[config.mk]
export PLATFORM = sky130hd
export DESIGN_NAME = piso16_tx_flat
export DESIGN_NICKNAME = d
export VERILOG_FILES = /design/src/rtl/piso16_tx_if.sv /design/src/rtl/piso16_tx.sv /design/src/flat_wrapper.sv
export SDC_FILE = /design/constraint.sdc
export NUM_CORES = 1
export LEC_CHECK = 0
export CAP_MARGIN = 20
export CORE_MARGIN = 3
export CORE_UTILIZATION = 37
export CTS_CLUSTER_DIAMETER = 30
export DETAILED_ROUTE_END_ITERATION = 8
export SLEW_MARGIN = 15
export SYNTH_ARGS = -nofsm -noshare
export SYNTH_HDL_FRONTEND = slang
export SYNTH_SLANG_ARGS = --single-unit
[constraint.sdc]
create_clock -name clk -period 1.35 [get_ports clk]
set_clock_uncertainty 0.15 [all_clocks]
set_input_delay 0.27 -clock clk [delete_from_list [all_inputs] [get_ports clk]]
set_output_delay 0.27 -clock clk [all_outputs]
set_load 0.01 [all_outputs]
[src/rtl/piso16_tx_if.sv]
// Load handshake and serial output bundle for piso16_tx.
// The master drives words in; the slave (the transmitter) drives the serial side.
interface piso16_tx_if #(
  parameter int WIDTH = 16
);
  logic [WIDTH-1:0] data_in;
  logic             load_valid;
  logic             load_ready;
  logic             out;
  logic             out_valid;
  logic             piso_done;
  logic             busy;

  modport master (
    output data_in, load_valid,
    input  load_ready, out, out_valid, piso_done, busy
  );

  modport slave (
    input  data_in, load_valid,
    output load_ready, out, out_valid, piso_done, busy
  );
endinterface

[src/rtl/piso16_tx.sv]
// piso16_tx: parallel-in serial-out transmitter with a valid/ready load port.
// Defining PISO_SKID_EN adds a one-word holding buffer so back-to-back words stream with no gap.
module piso16_tx #(
  parameter int WIDTH     = 16,
  parameter bit LSB_FIRST = 1'b0
) (
  input logic        clk,
  input logic        rst_n,
  piso16_tx_if.slave bus
);
  typedef enum logic {IDLE, SHIFT} state_t;

  localparam logic [4:0] LAST = 5'(WIDTH - 1);

  state_t           state, state_next;
  logic [4:0]       cnt, cnt_next;
  logic [WIDTH-1:0] shreg, shreg_next, shifted;
  logic             accept, last_bit;
`ifdef PISO_SKID_EN
  logic [WIDTH-1:0] hold, hold_next;
  logic             full, full_next;
`endif

  assign last_bit = (state == SHIFT) && (cnt == LAST);
  assign shifted  = LSB_FIRST ? (shreg >> 1) : (shreg << 1);
  assign accept   = bus.load_valid & bus.load_ready;

  always_ff @(posedge clk or negedge rst_n) begin
    if (!rst_n) begin
      state <= IDLE;
      cnt   <= '0;
      shreg <= '0;
`ifdef PISO_SKID_EN
      hold  <= '0;
      full  <= 1'b0;
`endif
    end else begin
      state <= state_next;
      cnt   <= cnt_next;
      shreg <= shreg_next;
`ifdef PISO_SKID_EN
      hold  <= hold_next;
      full  <= full_next;
`endif
    end
  end

  // On the last-bit edge a pending word (buffered or arriving now) starts immediately.
  always_comb begin
    state_next = state;
    cnt_next   = cnt;
    shreg_next = shreg;
`ifdef PISO_SKID_EN
    hold_next  = hold;
    full_next  = full;
`endif
    case (state)
      IDLE: begin
        if (accept) begin
          shreg_next = bus.data_in;
          cnt_next   = '0;
          state_next = SHIFT;
        end
      end
      SHIFT: begin
        shreg_next = shifted;
        cnt_next   = cnt + 5'd1;
        if (last_bit) begin
          cnt_next = '0;
`ifdef PISO_SKID_EN
          if (full) begin
            shreg_next = hold;
            full_next  = 1'b0;
          end else if (accept) begin
            shreg_next = bus.data_in;
          end else begin
            state_next = IDLE;
          end
`else
          state_next = IDLE;
`endif
        end
`ifdef PISO_SKID_EN
        else if (accept) begin
          hold_next = bus.data_in;
          full_next = 1'b1;
        end
`endif
      end
      default: state_next = IDLE;
    endcase
  end

  always_comb begin
    bus.out       = 1'b0;
    bus.out_valid = 1'b0;
    bus.busy      = 1'b0;
    bus.piso_done = 1'b0;
`ifdef PISO_SKID_EN
    bus.load_ready = ~full;
`else
    bus.load_ready = (state == IDLE);
`endif
    if (state == SHIFT) begin
      bus.out       = LSB_FIRST ? shreg[0] : shreg[WIDTH-1];
      bus.out_valid = 1'b1;
      bus.busy      = 1'b1;
      bus.piso_done = (cnt == LAST);
    end
  end
endmodule

[src/flat_wrapper.sv]
// flat-port wrapper written by rule: the top's interface ports become plain ports
module piso16_tx_flat 
#(
  parameter int WIDTH     = 16,
  parameter bit LSB_FIRST = 1'b0
)
  (clk, rst_n, bus_data_in, bus_load_valid, bus_load_ready, bus_out, bus_out_valid, bus_piso_done, bus_busy);
  piso16_tx_if #(.WIDTH(WIDTH)) bus_i ();
  input logic clk;
  input logic rst_n;
  input wire logic [$bits(bus_i.data_in)-1:0] bus_data_in;
  input wire logic [$bits(bus_i.load_valid)-1:0] bus_load_valid;
  output wire logic [$bits(bus_i.load_ready)-1:0] bus_load_ready;
  output wire logic [$bits(bus_i.out)-1:0] bus_out;
  output wire logic [$bits(bus_i.out_valid)-1:0] bus_out_valid;
  output wire logic [$bits(bus_i.piso_done)-1:0] bus_piso_done;
  output wire logic [$bits(bus_i.busy)-1:0] bus_busy;
  assign bus_i.data_in = bus_data_in;
  assign bus_i.load_valid = bus_load_valid;
  assign bus_load_ready = bus_i.load_ready;
  assign bus_out = bus_i.out;
  assign bus_out_valid = bus_i.out_valid;
  assign bus_piso_done = bus_i.piso_done;
  assign bus_busy = bus_i.busy;
  piso16_tx #(.WIDTH(WIDTH), .LSB_FIRST(LSB_FIRST)) u_core (.clk(clk), .rst_n(rst_n), .bus(bus_i));
endmodule
# After elaboration in Yosys (flattened, before gate mapping)
# Index checks and enable logic that the tools add are counted.
[classes]
bitwise_logic = 2
eq_ne = 2
addsub = 1
n_reduce_logical = 1
mux = 11
[ops]
columns = ["op", "n"]
rows = [
  ["$pmux W16 S2", 1],
  ["$mux W16", 1],
  ["$mux W5", 2],
  ["$pmux W5 S2", 1],
  ["$add A5 B1 Y5 const B", 1],
  ["$eq A5 B4 Y1 const B", 1],
  ["$mux W1", 5],
  ["$ne A2 B2 Y1 const B", 1],
  ["$pmux W1 S2", 1],
  ["$and A1 B1 Y1", 1],
  ["$logic_and A1 B1 Y1", 1],
  ["$not A1 Y1", 1],
]
[word_totals]
wordCells = 20
register_bits = 22
input_bits = 19
out_inout_bits = 5

# Longest topological paths before layout
[logic_depth]
ltp_word = 4
depth_mapped = 5

# Least setup slack after synthesis
# No wires, ideal clock.
[synth_timing]
path_type = "reg-to-output"
from = "register u_core.state"
to = "output bus_out"
setup_slack_ns = 0.031
stages_incl_launch_ff = 4
arrival_ns = 0.899
n_path_buf = 2
required_ns = 0.930
path_cell_list = "dfrtp_1 -> buf_4 -> buf_2 -> and2_1"
[synth_via]
elab_chain_cells = 1
[synth_rtl]
columns = ["element", "line_no", "source"]
rows = [
  ["from (decl)", "piso16_tx.sv:15", "state_t state, state_next;"],
  ["from (signal assigned)", "piso16_tx.sv:38", "state <= state_next;"],
  ["$mux W1", "piso16_tx.sv:104", "if (state == SHIFT) begin"],
  ["to (decl)", "flat_wrapper.sv:14", "output wire logic [$bits(bus_i.out)-1:0] bus_out;"],
]
# Every way passes these cells.

# Worst setup path in the final report
[layout_timing]
from = "register u_core.cnt[0]"
to = "output bus_piso_done"
[layout_via]
elab_chain_cells = 2
[layout_rtl]
columns = ["element", "line_no", "source"]
rows = [
  ["from (decl)", "piso16_tx.sv:16", "logic [4:0] cnt, cnt_next;"],
  ["from (signal assigned)", "piso16_tx.sv:39", "cnt <= cnt_next;"],
  ["$eq A5 B4 Y1", "piso16_tx.sv:108", "bus.piso_done = (cnt == LAST);"],
  ["$mux W1", "piso16_tx.sv:104", ""],
  ["to (decl)", "flat_wrapper.sv:16", "output wire logic [$bits(bus_i.piso_done)-1:0] bus_piso_done;"],
]
# Every way passes these cells.

==> reports/results.ini <==
[setup_path]
slowest_stage = dfrtp_1
start_kind = register
path_cells = ha_2 > nand4_1 > nor2_1 > buf_2
end_kind = primary output
crit_arrival_ps = 1200
critPathMaxFanout = 2
cp.required_ps = 930
critical_path.max_stage_delay_ps = 400
crit_type = reg2out

[min_path]
hp-class = in2async

[run]
maxCapViolCount = 0

[sta]
setup_ws_ps = -272
tns_ps = -617
period_needed_ps = 1620
rsz0062_at_grt = yes
hold_viol_final = 0
slew_violations = 0
max_freq_mhz = 616
max_slew_margin_pct = 82.2
period_share_pct = 120
tightestPinTransition_ps = 267
setup_viol = 5

[detailed_routing]
via_count = 805
wl_per_cell_um = 12.5
drt_iter0_markers = 21
drt_pass1_iterations = 4
top_layer = met4
wl_met3_um = 97
via_per_inst = 4.85
wl_met2_mm = 1.01
m1WireLength_um = 956
wl_mm = 2.08
drc_errors = 0
ant_nets = 0

[global_routing]
overflow = 0
grt_util_all_layers_pct = 13.1
grt_start_max_net_pins = 32
grt_pass1_wl_mm = 3.54
grt_pass1_vias = 840
grt_antenna_before_repair = 0

[synthesis]
syn_avg_cell_area_um2 = 10.4
ys_seq_area_share_pct = 53.4
netlist_instances = 99
synth-seq-cells = 22
synth.net_count = 119
syn_area_mm2 = 0.00103
yosysWarnings = 0
synth_cell_types = 21

[layout]
area_growth_pct = 43.1
num-nets-final = 157
antenna_cells = 0
final_cells = 166
final_area_mm2 = 0.00148
nFillCells = 218
drive_above_1_share_pct = 23.5

[power]
total_power_w = 0.00260
vdd_drop_max_mv = 0.939
leakage_nw = 0.700
power_density_mw_per_mm2 = 1760

[placement]
gp_congestion = 0.804
place_area_mm2 = 0.00137
dp.cells = 159
dp_worst_setup_slack_ps = -309
hpwl_mm = 1.37
io_buffers = 23

[clock_network]
cts_tree = yes
numCtsBuffers = 3
clk_pin_slew_ps = 130
hold_buffers = 0
clockBufferDepth = 2
root_buffer = clkbuf_4
clock_latency_ps = 310
cts_sinks = 22
htree_levels = 1

[floorplan]
die_area_mm2 = 0.00346
core_area_mm2 = 0.00257
std_cell_rows = 18
die_w_um = 58.8
start_util_pct = 40.2
io_pins = 24
die_h_um = 58.8

[run_status]
run_status = finished with violations
violations = setup timing

-- cell usage after synthesis --
master | number | area share, %
dfrtp_1 | 22 | 53
nand2_1 | 21 | 7.6
mux2i_1 | 16 | 16
o21ai_0 | 12 | 5.8
o21ai_1 | 7 | 3.4
buf_2 | 2 | 0.97
buf_4 | 2 | 1.5
inv_1 | 2 | 0.73
nand3_1 | 2 | 0.97
nor2_1 | 2 | 0.73
and2_1 | 1 | 0.61
and3_1 | 1 | 0.61
buf_12 | 1 | 1.9
buf_6 | 1 | 1.1
clkbuf_1 | 1 | 0.36
ha_1 | 1 | 1.2
nand4_1 | 1 | 0.61
nor2_2 | 1 | 0.61
o22ai_1 | 1 | 0.61
xnor2_1 | 1 | 0.85
xor2_1 | 1 | 0.85
-- worst paths after layout --
path,from,to,slack [ps],cells past startpoint
min,rst_n,u_core.shreg[14],130,2
max,u_core.cnt[0],bus_piso_done,-270,4
min reg2reg,u_core.shreg[9],u_core.shreg[10],330,2
max reg2reg,u_core.cnt[0],u_core.cnt[1],20,5
max in group asynchronous,rst_n,u_core.cnt[3],770,2
min in group clk,u_core.shreg[9],u_core.shreg[10],330,2
-- routing by layer --
layer / global-route usage [%] / vias up
met3: 2.19 / 2
met1: 17.0 / 378
met5: 0 / -
met2: 20.8 / 16
li1: - / 409
met4: 7.12 / 0
-- flip-flops by register name, summed over array words and instances (netlist names) --
| signal | count |
|---|---|
| u_core.state | 1 |
| u_core.shreg | 16 |
| u_core.cnt | 5 |
-- critical path: cells and delay by family, from the launching register on --
kind                     cells  cell delay [ps]
adder cells (fa/ha/maj)      1              190
AND/OR/NAND/NOR              2              180
flip-flops                   1              400
buffers and inverters        1              130
-- cell type report --
type,instances,area (um^2),area share (%)
multi-input combinational,68,434,29.4
sequential,22,551,37.3
clock buffer,3,22.5,1.53
inverter,2,10.0,0.679
clock inverter,1,30.0,2.04
tap,30,37.5,2.54
timing repair buffer,40,390,26.5
-- logic make-up (layout without fill, tap and decap cells) --
family          count (synthesis)  count (layout)  synth area share (%)
flops                          22              22                  53.4
fa+ha+maj                       1               1                  1.21
mux                            16              16                  15.5
buf+inv                         9              46                  6.55
compound gates                 20              20                  9.83
xor+xnor                        2               2                  1.70
simple gates                   29              29                  11.8
-- power by group --
group / internal (W) / total [W] / switching, W / leakage, nW
clock: 0.000300 / 0.000505 / 0.000205 / 0.0279
combinational: 0.000579 / 0.00105 / 0.000469 / 0.390
sequential: 0.000909 / 0.00105 / 0.000137 / 0.282
total: 0.00179 / 0.00260 / 0.000811 / 0.700
-- through the flow --
step | utilization, % | hold slack (ps)
after floorplan | - | -176
after global placement | 53.3 | 314
after detailed placement | 53.3 | 321
after CTS | 55.4 | 120
after global routing | 57.5 | 112
final | 57.5 | 130
-- what timing repair did --
action | 4_1_cts | 5_1_grt
gates resized for setup | 25 | 10
pin swaps | 0 | 2
setup buffers | 1 | 2
setup endpoints to repair | 8 | 9
-- cell usage in the layout, fill, tap and decap left out, drive strengths merged --
cell,n
clkdlybuf4s50,18
nand4,1
inv,2
xor2,1
and2,1
nand3,2
nor2,3
buf,22
ha,1
o21ai,19
nand2,21
and3,1
clkbuf,3
bufinv,1
o22ai,1
xnor2,1
mux2i,16
dfrtp,22
Note: power is estimated with default switching activity, not from simulation.
